File: config.mk
export PLATFORM = sky130hd
export DESIGN_NAME = rega_multizona
export DESIGN_NICKNAME = d
export VERILOG_FILES = /design/src/rtl/rega_multizona.sv
export SDC_FILE = /design/constraint.sdc
export NUM_CORES = 1
export LEC_CHECK = 0
export CORE_ASPECT_RATIO = 1.2
export CORE_UTILIZATION = 40
export DETAILED_ROUTE_END_ITERATION = 8
export DONT_BUFFER_PORTS = 1
export PLACE_DENSITY_LB_ADDON = 0.08
export SKIP_LAST_GASP = 1
export SYNTH_ARGS = -nofsm -noshare
export SYNTH_HDL_FRONTEND = slang
export SYNTH_SLANG_ARGS = --single-unit
File: constraint.sdc
create_clock -name CLK -period 5.15 [get_ports CLK]
set_input_delay 0.515 -clock CLK [delete_from_list [all_inputs] [get_ports CLK]]
set_output_delay 0.515 -clock CLK [all_outputs]
set_load 0.005 [all_outputs]
File: src/rtl/rega_multizona.sv
// rega_multizona: round-robin multi-zone irrigation controller with
// debounced sensors, run timeout, inter-zone pause and latched fault.
module rega_multizona #(
  parameter int N_ZONAS      = 4,
  parameter int DEB_CICLOS   = 8,
  parameter int RUN_MAX      = 1000,
  parameter int PAUSA_CICLOS = 16,
  localparam int ZW = $clog2(N_ZONAS)
) (
  input  logic               CLK,
  input  logic               RST_N,
  input  logic [N_ZONAS-1:0] Us,
  input  logic               Ua,
  input  logic               T,
  input  logic               M,
  input  logic               L,
  input  logic               ERRO,
  input  logic               CLR,
  output logic [N_ZONAS-1:0] Bs,
  output logic [N_ZONAS-1:0] Vs,
  output logic [ZW-1:0]      ZONA,
  output logic               OCUPADO,
  output logic               FALHA
);

  localparam int NB = N_ZONAS + 4;
  localparam int DW = $clog2(DEB_CICLOS + 1);
  localparam int RW = $clog2(RUN_MAX + 1);
  localparam int PW = $clog2(PAUSA_CICLOS + 1);

  localparam logic [NB-1:0] RST_V    = {4'b0000, {N_ZONAS{1'b1}}};
  localparam logic [DW-1:0] DEB_LAST = DW'(DEB_CICLOS - 1);
  localparam logic [RW-1:0] RUN_LAST = RW'(RUN_MAX - 1);
  localparam logic [PW-1:0] PAU_LAST = PW'(PAUSA_CICLOS - 1);

  typedef enum logic [2:0] {
    S_OCIOSO,
    S_SELECIONA,
    S_REGA,
    S_PAUSA,
    S_FALHA
  } st_t;

  st_t st, nxt;

  logic [NB-1:0] s1, s2, flt;
  logic [DW-1:0] cnt [NB];
  logic [1:0]    e_s, c_s;

  logic [N_ZONAS-1:0] us_f;
  logic               ua_f, t_f, m_f, l_f;
  logic               erro_s, clr_s;

  logic [ZW-1:0]      ptr, zona, sel, idx;
  logic               found, modo;
  logic [RW-1:0]      run_cnt;
  logic [PW-1:0]      pau_cnt;
  logic [N_ZONAS-1:0] oh;

  // Sensor vector layout: {L, M, T, Ua, Us}
  always_ff @(posedge CLK or negedge RST_N) begin
    if (!RST_N) begin
      s1  <= RST_V;
      s2  <= RST_V;
      e_s <= '0;
      c_s <= '0;
    end else begin
      s1  <= {L, M, T, Ua, Us};
      s2  <= s1;
      e_s <= {e_s[0], ERRO};
      c_s <= {c_s[0], CLR};
    end
  end

  always_ff @(posedge CLK or negedge RST_N) begin
    if (!RST_N) begin
      flt <= RST_V;
      for (int i = 0; i < NB; i++) cnt[i] <= '0;
    end else begin
      for (int i = 0; i < NB; i++) begin
        if (s2[i] == flt[i]) begin
          cnt[i] <= '0;
        end else if (cnt[i] == DEB_LAST) begin
          flt[i] <= s2[i];
          cnt[i] <= '0;
        end else begin
          cnt[i] <= cnt[i] + 1'b1;
        end
      end
    end
  end

  assign us_f   = flt[N_ZONAS-1:0];
  assign ua_f   = flt[N_ZONAS];
  assign t_f    = flt[N_ZONAS+1];
  assign m_f    = flt[N_ZONAS+2];
  assign l_f    = flt[N_ZONAS+3];
  assign erro_s = e_s[1];
  assign clr_s  = c_s[1];

  // First dry zone after the last one served, wrapping
  always_comb begin
    found = 1'b0;
    sel   = '0;
    idx   = '0;
    for (int k = 1; k <= N_ZONAS; k++) begin
      idx = ZW'((int'(ptr) + k) % N_ZONAS);
      if (!found && !us_f[idx]) begin
        found = 1'b1;
        sel   = idx;
      end
    end
  end

  always_comb begin
    nxt = st;
    unique case (st)
      S_OCIOSO:
        if (l_f && !(&us_f)) nxt = S_SELECIONA;
      S_SELECIONA:
        nxt = (found && l_f) ? S_REGA : S_OCIOSO;
      S_REGA:
        if (us_f[zona] || !l_f || run_cnt == RUN_LAST)
          nxt = S_PAUSA;
      S_PAUSA:
        if (pau_cnt == PAU_LAST) nxt = S_OCIOSO;
      S_FALHA:
        if (!erro_s && clr_s) nxt = S_OCIOSO;
      default:
        nxt = S_OCIOSO;
    endcase
    if (erro_s) nxt = S_FALHA;
  end

  always_ff @(posedge CLK or negedge RST_N) begin
    if (!RST_N) begin
      st      <= S_OCIOSO;
      ptr     <= ZW'(N_ZONAS - 1);
      zona    <= '0;
      modo    <= 1'b0;
      run_cnt <= '0;
      pau_cnt <= '0;
    end else begin
      st <= nxt;
      if (st == S_SELECIONA && nxt == S_REGA) begin
        zona    <= sel;
        modo    <= (~t_f & m_f) | ~ua_f;
        run_cnt <= '0;
      end
      if (st == S_REGA && nxt == S_REGA)
        run_cnt <= run_cnt + 1'b1;
      if (st == S_REGA && nxt == S_PAUSA)
        ptr <= zona;
      if (st != S_PAUSA && nxt == S_PAUSA)
        pau_cnt <= '0;
      else if (st == S_PAUSA && nxt == S_PAUSA)
        pau_cnt <= pau_cnt + 1'b1;
    end
  end

  assign oh      = N_ZONAS'(1) << zona;
  assign Bs      = (st == S_REGA && modo)  ? oh : '0;
  assign Vs      = (st == S_REGA && !modo) ? oh : '0;
  assign ZONA    = zona;
  assign OCUPADO = (st == S_SELECIONA) || (st == S_REGA) ||
                   (st == S_PAUSA);
  assign FALHA   = (st == S_FALHA);

endmodule

==> impl_metrics.toml, run 1 <==
[place]
dp_cells = 443
globalplace.congestion = 0.827
hpwl_um = 4330
portBuffers = 0

[run_status]
status = "complete, no violations"

[global_route]
grt_max_degree = 78
grt_pass1_wl_um = 10900
grt_pass1_vias = 2283
gr-usage-met3_pct = 3.34
grt.busiest_layer = "met2"
grt_antenna_before_repair = 0
grtUsageMet2_pct = 24.4
use_met1_pct = 19.5
overflow = 0
grtUsageTotal_pct = 15.5

[worst_setup_path]
cp_cell_sequence = "nand2b_1 > nor2_1 > nand2_1 > nor3_1"
rrSetupSlack_ns = 3.06
critPathMaxFanout = 6
cp_data_arrival_time_ns = 1.76
cp-endpoint = "Vs[1]"
cp.required_ns = 4.64
end_kind = "output port"
r2r_start = "pau_cnt[0]"
crit_path_start_kind = "flop"
crit_start = "st[0]"
slowest_stage = "dfrtp_1"
critPathKind = "flop to output port"
rr_endpoint = "pau_cnt[3]"
slowest_delay_ns = 0.43
ff2ff_path_depth = 8

[power_and_ir_drop]
ir_drop_mv = 0.173
p_leak_nw = 1.68
p_per_area_nw_per_um2 = 423

[floorplan]
die_h_um = 107
coreArea_um2 = 8700
die_x_um = 89.1
num_rows = 37
initial_core_util_pct = 41.9
dieArea_um2 = 9500
pin_count = 24

[yosys]
post_synth_inst_count = 333
syn-num-nets = 356
ys_warn_count = 0
synth_edf_count = 0
synth_area_per_cell_um2 = 10.9
ys_types = 44
synth-seq-cells = 83
synth_top_area_cell = "dfrtp_1"
netlist.area_leader.share_pct = 47.4
syn_area_um2 = 3640
yosys-top-cells-area = "dfrtp_1, dfstp_2, xnor2_1"
synth_ff_type = "dfrtp_1"
async_reset_ff_share_pct = 100
ys_seq_area_share_pct = 57.5

[cells_and_area]
n_antenna_cell = 0
nNetsFinal = 362
post_route_cells_drive_above_1_share_pct = 14.2
synthToLayoutAreaGrowth_pct = 10.1
fin_cells = 461

[timing]
drv_slew = 0
final_hold_viol_count = 0
max_clock_freq_mhz = 439
clock_skew_ns = 0.00938
timing.final.crit_share_pct = 44.3
relSlewSlack_pct = 68.7
fin_setup_tns_ns = 0
worst_pin_slew_ns = 0.469
rsz0062_at_grt = "no"
min_period_ns = 2.28
setup_viol = 0

[drt]
wl_per_cell_um = 14.0
wl_um = 6450
drtIter0Drc = 105
via_count = 2372
ant_nets = 0
via_per_inst = 5.15
dr.pass1.iters = 4
drc = 0

[clock_network]
clkSinkCount = 83
ctsResizeCount = 0
clk_latency_ns = 0.34
tritoncts = "built"
numCtsBuffers = 9
htreeDepth = 3
path_clk_slew_ns = 0.09
clockRootBuffer = "clkbuf_8"
ctsHoldBuffers = 2
clockBufferDepth = 2
postCtsSetupBuffers = 0

[flow_run]
max_cap_viol_count = 0

[hold_path]
min_path_type = "input port to asynchronous set/reset pin"
-- worst max-delay path: cells and delay by family (launching register included) --
kind | cells | cell delay (ns)
simple gates | 4 | 0.99
flops | 1 | 0.43
-- cells in the final DEF, fill, tap and decap left out, drive strengths merged, types with 2 or more instances in the layout --
cell      Yosys  layout
dfrtp        69      69
nor2         38      38
nand2        27      27
nor3         22      22
a21oi        19      19
xnor2        16      16
o21ai        16      16
nand3        15      15
dfstp        14      14
mux2         13      13
ha           11      11
clkbuf        3      10
nor2b         9       9
inv           7       7
nand2b        6       6
a31oi         6       6
nand3b        5       5
nand4         4       4
and3          4       4
o22ai         4       4
nor3b         3       3
and2          3       3
a21o          2       2
or3           2       2
clkinvlp      0       2
bufinv        0       2
clkinv        0       2
-- synth_stat cells (4+ instances only) --
cell type,count
nand3_1,15
and3_1,4
a21oi_1,19
ha_1,11
nand3b_1,5
nand4_1,4
a31oi_1,6
o21ai_0,13
xnor2_1,16
dfrtp_1,69
inv_1,7
nor2b_1,9
nand2_1,27
mux2_2,10
dfstp_2,14
nor3_1,21
nor2_1,37
nand2b_1,6
-- sequential cells by signal (all words and copies together) (netlist names) --
signal / flops
s1: 8
c_s: 2
flt: 8
pau_cnt: 5
ptr: 2
cnt: 32
ZONA: 2
modo: 1
st: 3
s2: 8
run_cnt: 10
e_s: 2
-- power breakdown --
part	internal [mW]	total [mW]	switching [mW]
Combinational	0.153	0.300	0.147
Sequential	0.774	0.878	0.104
Clock	0.286	0.520	0.234
-- worst min path at each step --
stage,start,endpoint,slack (ns),cells after the start
global placement,RST_N,cnt[2],0.22,0
floorplan,RST_N,ZONA[0],0.22,0
detailed placement,RST_N,cnt[2],0.22,0
finish,RST_N,cnt[2],0.04,1
global route,RST_N,cnt[2],0.06,1
CTS,RST_N,cnt[2],0.05,1
-- metrics by stage --
stage	utilization (%)	power [mW]	setup slack, ns	cell area (um^2)	hold WS [ns]
2_1_floorplan	-	1.12	3.25	3640	0.219
5_1_grt	46.1	1.81	2.69	4010	0.0631
4_1_cts	46.1	1.73	2.83	4010	0.0502
6_report	46.1	1.70	2.87	4010	0.0389
3_5_place_dp	43.0	1.18	3.10	3750	0.222
3_3_place_gp	43.0	1.17	3.15	3750	0.221
-- per-layer routing --
| layer | vias to the layer above | share of wire, % |
|---|---|---|
| li1 | 1169 | - |
| met1 | 1160 | 47 |
| met2 | 31 | 47 |
| met3 | 12 | 3.5 |
| met4 | 0 | 2.4 |
| met5 | - | 0 |
-- cells by family after synthesis --
family,Yosys count,synth area share [%]
AND/OR/NAND/NOR,144,20.1
XOR/XNOR,16,3.85
AO/OA/AOI/OAI,51,8.31
adder cells (fa/ha/maj),11,3.78
multiplexers,14,4.60
flip-flops,83,57.5
buffers and inverters,14,1.92
-- area by class of cell --
type / count / area (um^2)
Fill cell: 848 / 4690
Sequential cell: 83 / 2090
Multi-Input combinational cell: 236 / 1480
Tap cell: 117 / 146
Clock buffer: 10 / 138
Clock inverter: 6 / 88.8
Timing Repair Buffer: 2 / 37.5
Inverter: 7 / 26.3
Power figures use the tool's default switching activity.
==> inputs of run 2 (changes only) <==
==> constraint.sdc (replaced) <==
create_clock -name CLK -period 2.1 [get_ports CLK]
set_input_delay 0.21 -clock CLK [delete_from_list [all_inputs] [get_ports CLK]]
set_output_delay 0.21 -clock CLK [all_outputs]
set_load 0.005 [all_outputs]
==> run 2 against run 1 <==
Effect of this change: the run now ends with hold timing left; sequential power grew 140%; non-clock buffer count is 10 higher; worst setup slack got worse by 2.7 ns; die area did not move; global-route usage decreased by 0.61 points; utilization rose by 1.1 points; sequential share of layout area is 1.2 points lower; critical endpoint is now pau_cnt[3]; largest cell class unchanged.
==> impl_metrics.toml, run 2 (synthesized netlist as in run 1, its figures left out) <==
[global_route]
grt_antenna_before_repair = 0
grt_max_degree = 84
grt_pass1_wl_um = 10600
grt_pass1_vias = 2287
overflow = 0
grtUsageTotal_pct = 14.9

[timing]
setup_viol = 0
min_period_ns = 1.97
worst_pin_slew_ns = 0.470
fin_setup_tns_ns = 0
relSlewSlack_pct = 68.5
max_clock_freq_mhz = 508
fin_hold_ws_ns = -0.449
timing.final.crit_share_pct = 93.7
clock_skew_ns = 0.0103
rsz0062_at_grt = "no"
drv_slew = 0
final_hold_viol_count = 83

[drt]
wl_per_cell_um = 13.5
dr.pass1.iters = 4
ant_nets = 0
wl_um = 6340
drc = 0
via_count = 2404
drtIter0Drc = 78
via_per_inst = 5.10

[worst_setup_path]
crit_path_start_kind = "flop"
crit_start = "pau_cnt[0]"
ff2ff_path_depth = 8
rr_endpoint = "pau_cnt[3]"
end_kind = "flop"
r2r_start = "pau_cnt[0]"
critPathMaxFanout = 10
cp-endpoint = "pau_cnt[3]"
rrSetupSlack_ns = 0.13
critPathKind = "flop to flop"
cp.required_ns = 2.36
cp_data_arrival_time_ns = 2.23

[power_and_ir_drop]
p_per_area_nw_per_um2 = 1020
power_frac_seq_pct = 51.6
ir_drop_mv = 0.443
p_sw_mw = 1.15
total_power_mw = 4.17
p_comb_share_pct = 17.2
internal_power_mw = 3.02
switching_share_pct = 27.6
p_clk_share_pct = 31.2
p_leak_nw = 1.72

[floorplan]
pin_count = 24
num_rows = 37
initial_core_util_pct = 41.9
coreArea_um2 = 8700
die_x_um = 89.1
die_h_um = 107
dieArea_um2 = 9500

[cells_and_area]
final_cell_mix = "dfrtp_1, nor2_1, nand2_1"
top_regs = "cnt x32, run_cnt x10"
final_common_cell = "dfrtp_1"
final_area_um2 = 4100
post_route_cells_drive_above_1_share_pct = 14.7
largest_register_ffs = 32
fin_cells = 471
nFillCells = 831
nNetsFinal = 372
synthToLayoutAreaGrowth_pct = 12.6
n_antenna_cell = 0
regMostFlops = "cnt"

[place]
postPlaceCellArea_um2 = 3760
portBuffers = 0
hpwl_um = 4270
globalplace.congestion = 0.816
dp_cells = 445

[flow_run]
max_cap_viol_count = 0

[clock_network]
numCtsBuffers = 9
postCtsSetupBuffers = 0
clk_latency_ns = 0.34
path_clk_slew_ns = 0.09
clockRootBuffer = "clkbuf_8"
ctsHoldBuffers = 10
htreeDepth = 3
clockBufferDepth = 2
tritoncts = "built"
clkSinkCount = 83

[run_status]
failed_checks = "hold timing"
status = "finished, violations left"

[hold_path]
min_path_type = "input port to asynchronous set/reset pin"
==> run 2: cell count changes in the layout (fill, tap and decap cells not counted), sizes merged <==
cell         delta
clkbuf          +1
inv             +1
clkinv          -2
buf             +1
dlygate4sd3     +9
==> run 2: critical path, cell delays in order (launching register included) <==
cell and delay, ns:
dfrtp_1 0.41, ha_1 0.22, and3_1 0.18, ha_1 0.18
nand3b_1 0.17, or3_4 0.40, nor3_1 0.19, a31oi_1 0.06
o21ai_0 0.08
==> run 2: stage by stage <==
step | hold slack [ns] | util, % | worst slack, ns
finish | -0.449 | 47.2 | 0.132
global placement | -0.0832 | 43.2 | 0.101
CTS | -0.470 | 47.1 | 0.0320
floorplan | -0.0856 | - | 0.196
global route | -0.481 | 47.2 | 0.0301
detailed placement | -0.0834 | 43.2 | 0.0515
==> run 2: metal layers <==
layer	GRT usage [%]	share of wire [%]	vias to the layer above
li1	-	-	1197
met2	23.3	46	44
met1	17.8	46	1148
met3	4.11	4.4	15
met5	0	0	-
met4	8.96	3.1	0
==> run 2: area by class of cell <==
cell class	count	area (um^2)	area share, %
clock buffers	11	151	3.69
repair buffers	12	115	2.80
flip-flops and latches	83	2090	51.0
multi-input cells	236	1490	36.2
clock inverters	5	83.8	2.04
well taps	117	146	3.57
inverters	7	26.3	0.640
==> run 2: how the worst min path moves through the flow <==
stage | startpoint | depth (start not counted) | slack, ns | to
2_1_floorplan | RST_N | 0 | -0.09 | ZONA[0]
3_3_place_gp | RST_N | 0 | -0.08 | cnt[2]
3_5_place_dp | RST_N | 0 | -0.08 | cnt[2]
4_1_cts | RST_N | 0 | -0.47 | cnt[2]
5_1_grt | RST_N | 0 | -0.48 | run_cnt[8]
6_report | RST_N | 0 | -0.45 | cnt[2]
==> run 2: what timing repair did <==
| action | CTS | global route |
|---|---|---|
| resized for setup | 0 | 2 |
| hold endpoints to repair | 93 | 83 |
| setup endpoints to repair | 0 | 3 |
==> run 2: power by group through the flow <==
stage	clock [mW]	combinational, mW	sequential, mW
after CTS	1.36	0.729	2.16
after global placement	0	0.698	2.18
final	1.30	0.715	2.15
after floorplan	0	0.644	2.10
after detailed placement	0	0.711	2.18
after global routing	1.42	0.816	2.20
==> inputs of run 3 (changes only) <==
--- a/config.mk
+++ b/config.mk
@@ -6,9 +6,10 @@
 export NUM_CORES = 1
 export LEC_CHECK = 0
 export CORE_ASPECT_RATIO = 1.2
-export CORE_UTILIZATION = 40
+export CORE_UTILIZATION = 25
 export DETAILED_ROUTE_END_ITERATION = 8
 export DONT_BUFFER_PORTS = 1
+export GPL_TIMING_DRIVEN = 1
 export PLACE_DENSITY_LB_ADDON = 0.08
 export SKIP_LAST_GASP = 1
 export SYNTH_ARGS = -nofsm -noshare
==> constraint.sdc (replaced) <==
create_clock -name CLK -period 1.65 [get_ports CLK]
set_input_delay 0.165 -clock CLK [delete_from_list [all_inputs] [get_ports CLK]]
set_output_delay 0.165 -clock CLK [all_outputs]
set_load 0.005 [all_outputs]
==> run 3 against run 2 <==
Effect of this change: the run ends with DRC, hold timing, setup timing left; worst setup slack lost 0.29 ns; die area grew 59%; sequential share of layout area shrank 7.8 points; first-iteration DRC count grew 50%; combinational power grew 65%; total power grew 42%; worst hold slack lost 0.032 ns; largest cell class unchanged; critical endpoint unchanged; fmax grew 9.1%; critical path depth is the same; final cell count grew 22%; highest routed layer unchanged; count of clock-buffer cells in the layout grew 3.
==> impl_metrics.toml, run 3 (synthesized netlist as in run 1, its figures left out) <==
[floorplan]
num_rows = 47
initial_core_util_pct = 26.0
pin_count = 24
die_x_um = 112
coreArea_um2 = 14000
die_h_um = 134
dieArea_um2 = 15100

[run_status]
status = "finished, violations left"
failed_checks = "DRC, hold timing, setup timing"

[power_and_ir_drop]
power_frac_seq_pct = 45.8
p_clk_share_pct = 34.2
p_leak_nw = 2.03
total_power_mw = 5.90
p_comb_share_pct = 20.0
switching_share_pct = 26.7
internal_power_mw = 4.33
ir_drop_mv = 0.649
p_sw_mw = 1.57
p_per_area_nw_per_um2 = 1220

[worst_setup_path]
cp-endpoint = "pau_cnt[3]"
crit_start = "pau_cnt[0]"
slowest_stage = "or3_4"
ff2ff_path_depth = 8
critPathBufInv = 0
critPathKind = "flop to flop"
crit_path_start_kind = "flop"
cp_num_cells = 8
cp.required_ns = 1.92
slowest_delay_ns = 0.41
cp_data_arrival_time_ns = 2.07
r2r_start = "pau_cnt[0]"
end_kind = "flop"
rr_endpoint = "pau_cnt[3]"
cp_cell_sequence = "ha_2 > and3_4 > ha_4 > nand3b_1 > or3_4 > nor3_2 > a31oi_1 > o21ai_1"
cpLargestDelayFamily = "simple AND/OR/NAND/NOR gates"
critPathMaxFanout = 10
rrSetupSlack_ns = -0.15

[drt]
top_layer = "met4"
wl_um = 7640
drtIter0Drc = 117
drc = 1
via_count = 2616
wl_met2_um = 3790
ant_nets = 0
wl_per_cell_um = 13.3
dr.pass1.iters = 6
wl_met3_um = 282
via_per_inst = 4.55
met1_length_um = 3320

[timing]
setup_slack_ns = -0.153
worst_pin_slew_ns = 0.517
setup_viol = 6
max_clock_freq_mhz = 555
fin_hold_ws_ns = -0.481
drv_slew = 0
relSlewSlack_pct = 65.4
timing.final.crit_share_pct = 109
min_period_ns = 1.80
rsz0062_at_grt = "yes"
clock_skew_ns = 0.00883
final_hold_viol_count = 83

[cells_and_area]
final_common_cell = "dfrtp_1"
nFillCells = 1412
n_antenna_cell = 0
post_route_cells_drive_above_1_share_pct = 32.9
top_regs = "cnt x32, run_cnt x10"
nNetsFinal = 422
largest_register_ffs = 32
fin_cells = 575
regMostFlops = "cnt"
final_cell_mix = "dfrtp_1, buf_4, nor2_1"
synthToLayoutAreaGrowth_pct = 33.3

[global_route]
overflow = 0
grt_antenna_before_repair = 0
grt_pass1_wl_um = 12800
grt_max_degree = 84
grtUsageTotal_pct = 11.2
grt_pass1_vias = 2555

[clock_network]
numCtsBuffers = 9
tritoncts = "built"
path_clk_slew_ns = 0.06
clk_latency_ns = 0.34
clkSinkCount = 83
ctsHoldBuffers = 10
htreeDepth = 3
clockRootBuffer = "clkbuf_16"
clockBufferDepth = 2

[place]
hpwl_um = 5140
globalplace.congestion = 0.745
dp_cells = 538
portBuffers = 0

[flow_run]
max_cap_viol_count = 0

[hold_path]
min_path_type = "input port to asynchronous set/reset pin"
==> run 3: cell types whose count changed in the layout (fill, tap and decap cells not counted), moves of 4 or more <==
cell | previous run | this run
nor3_1 | 21 | 17
a21oi_1 | 19 | 14
nor2_1 | 37 | 33
clkbuf_8 | 11 | 2
clkbuf_16 | 0 | 9
a21oi_2 | 0 | 4
buf_6 | 0 | 6
buf_4 | 2 | 45
==> run 3: worst reg2reg max path, cell delays in order, from the launching register on <==
cell and delay, ns:
dfrtp_1 0.39, ha_2 0.18, and3_4 0.18, ha_4 0.15
nand3b_1 0.17, or3_4 0.41, nor3_2 0.13, a31oi_1 0.06
o21ai_1 0.07
==> run 3: how the worst min path moves through the flow <==
stage	startpoint	endpoint	slack (ns)	cells after the start
global placement	RST_N	pau_cnt[4]	-0.13	0
global route	RST_N	pau_cnt[3]	-0.50	0
floorplan	RST_N	ZONA[0]	-0.13	0
detailed placement	RST_N	pau_cnt[3]	-0.13	0
finish	RST_N	pau_cnt[3]	-0.48	0
CTS	RST_N	pau_cnt[3]	-0.50	0
==> run 3: through the flow <==
stage | setup TNS, ns | hold WS (ns) | utilization, % | worst slack [ns] | area [um^2]
floorplan | -0.756 | -0.131 | - | -0.162 | 3680
global placement | -1.70 | -0.128 | 29.8 | -0.262 | 4170
detailed placement | -2.00 | -0.127 | 29.8 | -0.286 | 4170
CTS | -1.18 | -0.501 | 33.2 | -0.153 | 4650
global route | -1.78 | -0.500 | 34.7 | -0.267 | 4860
finish | -0.638 | -0.481 | 34.7 | -0.153 | 4860
==> run 3: area by class of cell <==
class	count	area, um^2	share of cell area [%]
clock buffer	14	264	5.44
tap	171	214	4.41
timing repair buffer	62	526	10.8
multi-input combinational	236	1690	34.9
clock inverter	2	35.0	0.721
sequential	83	2100	43.2
inverter	7	26.3	0.541
==> run 3: timing repair <==
item	in CTS	in global routing
hold endpoints to repair	93	83
setup buffers	3	8
pin swaps	6	19
setup endpoints to repair	25	29
gates resized for setup	14	35
==> run 3: power by group through the flow <==
stage	Clock, mW	Combinational [mW]	Sequential [mW]
finish	2.02	1.18	2.70
global placement	0	1.09	2.75
floorplan	0	0.820	2.67
global route	2.19	1.34	2.77
CTS	2.11	1.12	2.71
detailed placement	0	1.09	2.74
==> run 3: per-layer routing <==
metal | GRT usage, % | vias up
li1 | - | 1299
met1 | 13.5 | 1254
met2 | 18.2 | 41
met3 | 2.49 | 22
met4 | 6.74 | 0
met5 | 0 | -
